**src/rtl/clk_div_bank.sv**
```systemverilog
// Bank of independent runtime-programmable clock dividers producing tick pulses and
// divided outputs; new divisors are shadowed and committed only on a period boundary.
module clk_div_bank #(
  parameter int NUM_CH  = 4,
  parameter int CNT_W   = 26,
  parameter int DEF_DIV = 50000000,
  parameter int CH_W    = (NUM_CH > 1) ? $clog2(NUM_CH) : 1
) (
  input  logic              clk_in,
  input  logic              rst,
  input  logic [NUM_CH-1:0] ch_en,
  input  logic              cfg_valid,
  output logic              cfg_ready,
  input  logic [CH_W-1:0]   cfg_ch,
  input  logic [CNT_W-1:0]  cfg_div,
  input  logic              cfg_mode,
  output logic [NUM_CH-1:0] tick,
  output logic [NUM_CH-1:0] div_out,
  output logic [NUM_CH-1:0] cfg_pending
);

  logic ch_valid;
  logic sel_pending;

  assign ch_valid = 32'(cfg_ch) < NUM_CH;

  always_comb begin
    sel_pending = 1'b0;
    for (int i = 0; i < NUM_CH; i++) begin
      if (cfg_ch == CH_W'(i)) sel_pending = cfg_pending[i];
    end
  end

  // Out-of-range channel writes are always accepted and simply dropped.
  assign cfg_ready = ch_valid ? (!rst && !sel_pending) : 1'b1;

  generate
    for (genvar gi = 0; gi < NUM_CH; gi++) begin : g_ch
      logic [CNT_W-1:0] cnt_reg;
      logic [CNT_W-1:0] div_reg;
      logic [CNT_W-1:0] shadow_div_reg;
      logic             mode_reg;
      logic             shadow_mode_reg;
      logic             pend_reg;
      logic             tick_reg;
      logic             out_reg;
      logic             run;
      logic             term;
      logic             load;
      logic             commit;

      assign run    = ch_en[gi] && (div_reg != '0);
      assign term   = run && (cnt_reg == div_reg - CNT_W'(1));
      assign load   = cfg_valid && cfg_ready && ch_valid && (cfg_ch == CH_W'(gi));
      // Idle channels have no period to protect, so they commit immediately.
      assign commit = pend_reg && (term || !run);

      always_ff @(posedge clk_in) begin
        if (rst) begin
          cnt_reg         <= '0;
          div_reg         <= CNT_W'(DEF_DIV);
          mode_reg        <= 1'b0;
          shadow_div_reg  <= '0;
          shadow_mode_reg <= 1'b0;
          pend_reg        <= 1'b0;
          tick_reg        <= 1'b0;
          out_reg         <= 1'b0;
        end else begin
          if (!run) begin
            cnt_reg  <= '0;
            tick_reg <= 1'b0;
            if (mode_reg) out_reg <= 1'b0;
          end else if (term) begin
            cnt_reg  <= '0;
            tick_reg <= 1'b1;
            out_reg  <= mode_reg ? 1'b1 : ~out_reg;
          end else begin
            cnt_reg  <= cnt_reg + CNT_W'(1);
            tick_reg <= 1'b0;
            if (mode_reg) out_reg <= 1'b0;
          end

          if (load) begin
            shadow_div_reg  <= cfg_div;
            shadow_mode_reg <= cfg_mode;
            pend_reg        <= 1'b1;
          end

          // A mode change restarts the output from low to avoid a stray level.
          if (commit) begin
            div_reg  <= shadow_div_reg;
            mode_reg <= shadow_mode_reg;
            pend_reg <= 1'b0;
            if (shadow_mode_reg != mode_reg) out_reg <= 1'b0;
          end
        end
      end

      assign tick[gi]        = tick_reg;
      assign div_out[gi]     = out_reg;
      assign cfg_pending[gi] = pend_reg;
    end
  endgenerate

endmodule

```
**config.mk**
```make
export PLATFORM = sky130hd
export DESIGN_NAME = clk_div_bank
export DESIGN_NICKNAME = d
export VERILOG_FILES = /design/src/rtl/clk_div_bank.sv
export SDC_FILE = /design/constraint.sdc
export NUM_CORES = 1
export LEC_CHECK = 0
export CELL_PAD_IN_SITES_DETAIL_PLACEMENT = 0
export CELL_PAD_IN_SITES_GLOBAL_PLACEMENT = 2
export CORE_MARGIN = 10
export CORE_UTILIZATION = 41
export DETAILED_ROUTE_END_ITERATION = 16
export GPL_TIMING_DRIVEN = 0
export PLACE_DENSITY = 0.85
export SYNTH_ARGS = -nofsm -noshare
export SYNTH_HDL_FRONTEND = slang
export SYNTH_SLANG_ARGS = --single-unit
```
**constraint.sdc**
```tcl
create_clock -name clk_in -period 8.97 [get_ports clk_in]
set_input_delay 0.897 -clock clk_in [delete_from_list [all_inputs] [get_ports clk_in]]
set_output_delay 0.897 -clock clk_in [all_outputs]
set_load 0.02 [all_outputs]
```
### Yosys cells after proc, flatten, opt, wreduce, memory -nomap -nowiden

Cells that the tools add are included.

* bits in registers: 332

* bitwise logic cells: 8
* equality and inequality tests: 11
* multiplexer cells: 32
* add/subtract/negate cells: 8
* reduce and logical (&&, ||, !) cells: 45

Operators by type and width (count)
* adder 26 x 1 -> 26 bit, second input constant: 4
* equality test 26 bit: 4
* nonzero test 26 bit: 4
* subtractor 26 x 1 -> 26 bit, second input constant: 4
* two-way mux 1 bit: 32
* logical AND 1 bit: 18
* OR reduction 2 bit: 8
* OR reduction 3 bit: 4
* NOT 1 bit: 8
* zero test 1 bit: 6
* equality test 2 bit, second input constant: 2
* logical OR 1 bit: 4
* != test 1 bit: 4
* equality test 2 x 1 -> 1 bit, second input constant: 1
* zero test 2 bit: 1

### Logic depth before layout (Yosys ltp)

Gate-level depths: netlist of run 1.

* depth after elaboration: 9
* mapped depth: 14
* gate-level depth less buffers: 11

### Worst setup path before layout of run 1

OpenSTA, ideal clock, no wires.

* path type: input to register
* start point: input port cfg_ch[0]
* end point: register g_ch[0].shadow_div_reg[16]
* data arrival time: 3210 ps
* setup time: 70 ps
* path slack: 5690 ps
* buffers on the path: 2
* stages on the path: 8
* required time: 8900 ps
* cell sequence: clkbuf_1 -> mux4_2 -> nor2_1 -> nand2_1 -> nor3_1 -> clkbuf_1 -> nand2_1 -> a21oi_1

* word-level cells in the longest chain between the ends: 9

Ends and longest elaborated chain
* start: declaration: RTL line 14 `input logic [CH_W-1:0] cfg_ch,`
* zero test 2 bit: RTL line 30 `if (cfg_ch == CH_W'(i)) sel_pending = cfg_pending[i];`
* two-way mux 1 bit (3 in series): RTL line 30
* two-way mux 1 bit *: RTL line 30
* zero test 1 bit *: RTL line 35 `assign cfg_ready = ch_valid ? (!rst && !sel_pending) : 1'b1;`
* logical AND 1 bit *: RTL line 35
* via cfg_ready: RTL line 13 `output logic cfg_ready,`
* logical AND 1 bit * (2 in series): RTL line 54 `assign load = cfg_valid && cfg_ready && ch_valid && (cfg_ch == CH_W'(gi));`
* end signal: assignment: RTL line 84 `shadow_div_reg <= cfg_div;`
* end: declaration: RTL line 41 `logic [CNT_W-1:0] shadow_div_reg;`

The timed path passes the listed nets; every way through them passes the cells marked *.
A chain may end at the register's enable or synchronous reset.

### Worst setup path after layout of run 1

* start point: register g_ch[0].div_reg[5]
* end point: register g_ch[0].div_reg[12]

* word-level cells in the longest chain between the ends: 5

Ends and longest elaborated chain
* start: declaration: RTL line 40 `logic [CNT_W-1:0] div_reg;`
* start signal: assignment: RTL line 61 `div_reg <= CNT_W'(DEF_DIV);`
* start signal: assignment: RTL line 91 `div_reg <= shadow_div_reg;`
* subtractor 26 x 1 -> 26 bit / nonzero test 26 bit (equally long branches): RTL line 53, 52
* equality test 26 bit / logical AND 1 bit (equally long branches): RTL line 53, 52
* logical AND 1 bit / zero test 1 bit (equally long branches)
* logical OR 1 bit *: RTL line 56 `assign commit = pend_reg && (term || !run);`
* logical AND 1 bit *: RTL line 56

Every way passes the cells marked *; elsewhere a longest branch is shown, timed or not.

==> results of run 1 <==
==> layer usage <==
layer  wire (µm)  part of all wire, %  global-route usage (%)
met1       22330                   48                   25.58
met2       21190                   45                   30.56
met3        2193                  4.7                   3.538
met4        1010                  2.2                   5.775
met5           0                    0                       0
==> through the flow <==
stage,total power [mW],hold slack (ns),instances
final,3.410,0.4557,2652
after global routing,3.530,0.4731,2651
after CTS,3.451,0.4565,2651
after detailed placement,1.682,0.4484,2575
after global placement,1.680,0.4420,2575
after floorplan,1.612,0.4357,2004
==> worst max-delay path: cells and delay by family, from the launching register on <==
| kind | cells | cell delay, ns |
|---|---|---|
| AO/OA/AOI/OAI | 2 | 0.50 |
| buffers and inverters | 3 | 0.52 |
| flip-flops | 1 | 0.29 |
| AND/OR/NAND/NOR | 6 | 2.27 |
| multiplexers | 1 | 0.21 |
==> power by group through the flow <==
stage | clock network, mW | registers (mW) | logic, mW
after CTS | 1.80 | 1.51 | 0.140
final | 1.76 | 1.51 | 0.141
after floorplan | 0 | 1.54 | 0.0774
after detailed placement | 0 | 1.54 | 0.140
after global routing | 1.87 | 1.51 | 0.152
after global placement | 0 | 1.54 | 0.138
==> final timing paths <==
path / start / end / slack (ns) / depth (start not counted)
min reg2reg: g_ch[0].shadow_div_reg[20] / g_ch[0].shadow_div_reg[20] / 0.46 / 2
max reg2reg: g_ch[0].div_reg[5] / g_ch[0].div_reg[12] / 5.02 / 12
max: g_ch[0].div_reg[5] / g_ch[0].div_reg[12] / 5.02 / 12
min: g_ch[0].shadow_div_reg[20] / g_ch[0].shadow_div_reg[20] / 0.46 / 2
==> cell type report <==
class	count	area [µm²]	area share, %
clock inverters	18	234.0	1.232
multi-input cells	1527	9102	47.93
plain buffers	113	546.8	2.879
inverters	32	120.1	0.6325
clock buffers	58	1222	6.436
flip-flops and latches	332	6646	35.00
repair buffers	46	460.4	2.424
well taps	525	656.9	3.459
diodes	1	2.502	0.01318
==> layout by cell type (no fill, tap or decap), types with 5 or more instances in the layout <==
cell / instances
nor2_1: 261
nand3_1: 69
nand4b_1: 7
ha_1: 12
nor4b_1: 11
xor2_1: 92
o211ai_1: 6
nand4_1: 26
or2_2: 9
a31oi_1: 11
clkdlybuf4s50_1: 46
clkbuf_16: 43
clkbuf_1: 83
nor3_1: 73
mux2i_1: 91
xnor2_1: 124
a21oi_1: 149
o41ai_1: 5
clkbuf_8: 9
clkinv_2: 7
o21ai_0: 25
o21a_1: 6
bufinv_16: 5
nor4_1: 34
a211o_1: 10
and2_1: 14
or4_1: 18
a211oi_1: 8
and3_1: 38
buf_2: 14
nand2b_1: 7
buf_4: 14
dfxtp_1: 332
or3_1: 18
buf_6: 7
nand2_1: 309
nor2b_1: 11
inv_1: 32
==> cells by family after synthesis <==
| kind of cell | count (synthesis) | synth area share [%] |
|---|---|---|
| and+or+nand+nor | 937 | 27.28 |
| xor gates and xnor gates | 216 | 11.52 |
| muxes | 92 | 5.686 |
| AOI/OAI and AO/OA | 270 | 10.05 |
| adders and majority gates | 12 | 0.9146 |
| buffers and inverters | 145 | 4.063 |
| DFF | 332 | 40.49 |
==> out/results.ini, run 1 <==
[cts]
numCtsBuffers=41
cts_tree=done
ctsRootBufferMaster=clkbuf_16
h-tree-depth=2
cts.sinks=332
clk_latency_ns=0.56
hold_buffers=0
cts_setup_buffers=0
clk_path_buf_depth=3
cts_resized=0
path_clk_slew_ns=0.06

[pwr]
clkPwrFrac_pct=51.6
p_int_mw=2.636
seq_power_share_pct=44.3
combPwrFrac_pct=4.1
peakVddDrop_uv=115.1
p_switching_uw=774.9
p_leak_nw=6.788
powerDensity_nw_per_um2=179.6
swShare_pct=22.72

[sta]
period_needed_ns=3.952
timing.final.crit_share_pct=44.06
worst_pin_slew_ns=1.213
relSlewSlack_pct=18.48
rsz0062_at_grt=no
timing.final.ws_setup_ns=5.018
maxSlewViolCount=0
hold_viol=0
fmax_mhz=253.0
clock_skew_ns=0.02310
setup_tns_ns=0
setup_violations=0

[yosys]
ys_types=80
synth_async_sr_flop_share_pct=0
syn-cell-area_um2=16420
synth-edff-count=0
syn_avg_cell_area_um2=8.191
synth_seq_cells=332
seq_area_frac_synth_pct=40.49
yosysMostFrequentCell=dfxtp_1
yosysWarnings=0
yosys-top-cells-count=dfxtp_1, nand2_1, nor2_1, a21oi_1, xnor2_1
synth_ff_type=dfxtp_1
synth.largest_area_cell=dfxtp_1
synth.top_cell.area_share_pct=40.49
synth.area.top_cells=dfxtp_1, nand2_1, xnor2_1
synth_fp_nets=2052
synthCells=2004

[finish]
fin_nets=2141
area_growth_pct=15.69
fillers=3954
final_area_um2=18990
drive_gt1_share_pct=6.444
post-route-util_pct=47.91

[floorplan]
core_area_um2=39640
start_util_pct=41.41
die_width_um=220.1
die_h_um=220.1
pin_count=49
rows=73
dieArea_um2=48440

[setup_path]
crit_top_cell=buf_6
critPathMaxFanout=10
required_ns=9.38
cp-end-kind=flip-flop
start_kind=flip-flop
path_class=reg -> reg
crit_chain=buf_2 -> nor4_1 -> nand4_1 -> o31ai_1 -> nand3_1 -> nor4b_1 -> and4_1 -> o21a_1 -> buf_6 -> buf_6 -> mux2i_1 -> nand2_1
arrival_ns=4.36
slowest_delay_ns=0.89
worst_path_max_delay_cell=nor4_1

[route]
drc_errors=0
antenna_left=0
vias=14100
first_pass_iters=5
viasPerCell=5.316
drt_iter0_markers=724
wl_per_cell_um=17.62
wirelength_um=46730

[grt]
grt_pass1_vias=13320
grt_max_degree=14
grt_util_all_layers_pct=19.08
grt_pass1_wl_um=73370
antenna_found_initial=1
gr-total-overflow=0

[min_path]
hold_path.class=reg -> reg

[job]
max-cap-violations=0

[placed_design]
place_area_um2=17530
post-place-ws_ns=5.103
gp_congestion=0.8603
io_buffers=46
hpwl_um=34920

[run_status]
outcome=complete, no violations

(Power assumes the default switching activity.)
==> run 2, diff against run 1 <==
--- a/config.mk
+++ b/config.mk
@@ -8,10 +8,10 @@
 export CELL_PAD_IN_SITES_DETAIL_PLACEMENT = 0
 export CELL_PAD_IN_SITES_GLOBAL_PLACEMENT = 2
 export CORE_MARGIN = 10
-export CORE_UTILIZATION = 41
+export CORE_UTILIZATION = 34
 export DETAILED_ROUTE_END_ITERATION = 16
 export GPL_TIMING_DRIVEN = 0
-export PLACE_DENSITY = 0.85
+export PLACE_DENSITY = 0.76
 export SYNTH_ARGS = -nofsm -noshare
 export SYNTH_HDL_FRONTEND = slang
 export SYNTH_SLANG_ARGS = --single-unit
==> constraint.sdc (replaced) <==
create_clock -name clk_in -period 3.2 [get_ports clk_in]
set_input_delay 0.32 -clock clk_in [delete_from_list [all_inputs] [get_ports clk_in]]
set_output_delay 0.32 -clock clk_in [all_outputs]
set_load 0.02 [all_outputs]
==> run 2 against run 1 <==
The flow now finishes with violations (setup timing). Sequential power grew to 2.8 times the previous value. Critical path depth is 3 lower. Clock power grew to 2.6 times the previous value. Combinational power grew to 3.2 times the previous value. Largest power group unchanged. Highest routed layer is now met5. Die area is 19% higher. Final cell count is 4.7% higher. Sequential share of layout area is 2.3 points lower. Flip-flop and latch count stayed put. Wire length is 6.9% higher.
==> out/results.ini, run 2 (synthesis gave the netlist of run 1 again) <==
[run_status]
outcome=finished, violations left
violations=setup timing

[placed_design]
dp_cells=2665  ; +3.5%
hpwl_um=36320  ; +4.0%
io_buffers=46  ; unchanged
gp_congestion=0.8140  ; -5.4%

[floorplan]
dieArea_um2=57470  ; +19%
core_area_um2=47750  ; +20%
die_width_um=239.7  ; +8.9%
start_util_pct=34.38  ; -7.0 points
rows=80  ; +9.6%
die_h_um=239.7  ; +8.9%
pin_count=49  ; unchanged

[setup_path]
r2r_start=g_ch[3].div_reg[13]
arrival_ns=3.79  ; -0.57 ns
critPathCapture=g_ch[3].out_reg
cp-end-kind=flip-flop
path_class=reg -> reg
required_ns=3.66  ; -5.72 ns
start_kind=flip-flop
setup.worst_path.start=g_ch[3].div_reg[13]
r2r_slack_ns=-0.13  ; -5.15 ns
timing.rr.end=g_ch[3].out_reg
rr_worst_depth=9  ; -3
critPathMaxFanout=6  ; -4

[finish]
fin_nets=2180  ; +1.8%
fin_cells=2776  ; +4.7%
area_growth_pct=24.83
drive_gt1_share_pct=15.27  ; +8.8 points
antenna_cells=0  ; -1
mostFrequentLayoutCells=nand2_1, dfxtp_1, nor2_1
post-route-util_pct=42.92  ; -5.0 points
final_common_cell=nand2_1

[sta]
period_needed_ns=3.332  ; -0.6202 ns
timing.final.crit_share_pct=104.1  ; +60 points
timing.final.ws_setup_ns=-0.1318  ; -5.150 ns
hold_viol=0  ; unchanged
rsz0062_at_grt=yes
worst_pin_slew_ns=1.161  ; -0.05276 ns
hold_ws_ns=0.4259  ; -0.02980 ns
setup_tns_ns=-1.245  ; -1.245 ns
relSlewSlack_pct=22.62  ; +4.1 points
fmax_mhz=300.1  ; +19%
setup_violations=48  ; +48
clock_skew_ns=0.01547  ; -0.007632 ns
maxSlewViolCount=0  ; unchanged

[pwr]
peakVddDrop_uv=381.2  ; +230%
p_leak_nw=7.343  ; +8.2%
powerDensity_nw_per_um2=454.3  ; +150%

[cts]
ctsRootBufferMaster=clkbuf_16
cts.sinks=332  ; unchanged
path_clk_slew_ns=0.06  ; about the same
h-tree-depth=2  ; unchanged
cts_tree=done
numCtsBuffers=40  ; -2.4%
clk_latency_ns=0.56  ; about the same
clk_path_buf_depth=3  ; unchanged

[route]
vias=14260  ; +1.1%
antenna_left=0  ; unchanged
wl_per_cell_um=18.00  ; +2.1%
viasPerCell=5.136  ; -3.4%
first_pass_iters=5  ; unchanged
wirelength_um=49960  ; +6.9%
drc_errors=0  ; unchanged
drt_iter0_markers=903  ; +25%

[job]
max-cap-violations=0  ; unchanged

[min_path]
hold_path.class=in -> reg

[grt]
grt_max_degree=15  ; +1
gr-total-overflow=0  ; unchanged
grt_util_all_layers_pct=17.00  ; -2.1 points
grt_pass1_wl_um=77000  ; +4.9%
antenna_found_initial=1  ; unchanged
grt_pass1_vias=13600  ; +2.1%

==> run 2: cell count changes in the layout (fill, tap and decap cells not counted), moves of 15 or more <==
cell | previous run | this run
nor3_4 | 1 | 16
buf_4 | 14 | 65
nor3_1 | 73 | 50
dfxtp_2 | 0 | 22
dfxtp_1 | 332 | 302
nor2_1 | 261 | 242
nor4_1 | 34 | 19
clkbuf_1 | 83 | 67
==> run 2: what timing repair did <==
| action | in CTS | in global routing |
|---|---|---|
| buffers inserted | 29 | 24 |
| pin swaps | 16 | 55 |
| gates cloned | 0 | 5 |
| setup endpoints to repair | 220 | 232 |
| resized for setup | 101 | 155 |
| hold buffers | 0 | 0 |
==> run 2: cell type report <==
cell class                      instances  area, µm²
Buffer                                 95      569.3
Clock buffer                           55       1129
Clock inverter                         16      197.7
Fill cell                            4729      27250
Inverter                               32      120.1
Multi-Input combinational cell       1527      10020
Sequential cell                       332       6704
Tap cell                              615      769.5
Timing Repair Buffer                  104      979.7
==> run 2: worst min path at each step <==
stage / cells after the start / slack [ns] / to / from
2_1_floorplan: 2 / 0.44 / g_ch[1].shadow_div_reg[0] / g_ch[1].shadow_div_reg[0]
3_3_place_gp: 2 / 0.44 / g_ch[2].shadow_div_reg[19] / g_ch[2].shadow_div_reg[19]
3_5_place_dp: 2 / 0.45 / g_ch[1].shadow_div_reg[24] / g_ch[1].shadow_div_reg[24]
4_1_cts: 2 / 0.45 / g_ch[1].shadow_div_reg[24] / g_ch[1].shadow_div_reg[24]
5_1_grt: 2 / 0.47 / g_ch[1].shadow_div_reg[24] / g_ch[1].shadow_div_reg[24]
6_report: 4 / 0.43 / g_ch[0].shadow_div_reg[5] / cfg_ch[1]
==> run 2: power by group <==
part	internal [mW]	switching (mW)	total, mW
Combinational	0.162	0.290	0.452
Clock	2.79	1.83	4.63
Sequential	4.18	0.0550	4.23
Total	7.13	2.18	9.31
==> run 2: layer usage <==
layer,routed length (µm),vias up,global-route usage [%]
met5,9,-,0
met4,960,2,4.322
met3,2523,60,3.724
met2,22720,256,26.64
met1,23740,6782,23.13
li1,-,7157,-
==> run 2: stage by stage <==
| stage | cell area, µm² | setup slack (ns) | power, mW |
|---|---|---|---|
| after detailed placement | 17650 | -0.6881 | 4.725 |
| final | 20490 | -0.1318 | 9.310 |
| after global placement | 17650 | -0.6922 | 4.721 |
| after floorplan | 16420 | 0.01990 | 4.520 |
| after global routing | 20490 | -0.2078 | 9.676 |
| after CTS | 19600 | -0.06212 | 9.419 |
==> run 2: critical path, stage by stage, from the launching register on <==
cell      delay, ns
dfxtp_4        0.34
or3_4          0.41
or3_4          0.42
nor3_4         0.16
xnor2_2        0.09
a2111o_1       0.38
a2111o_1       0.49
or4_1          0.57
a311o_1        0.30
o41ai_2        0.05
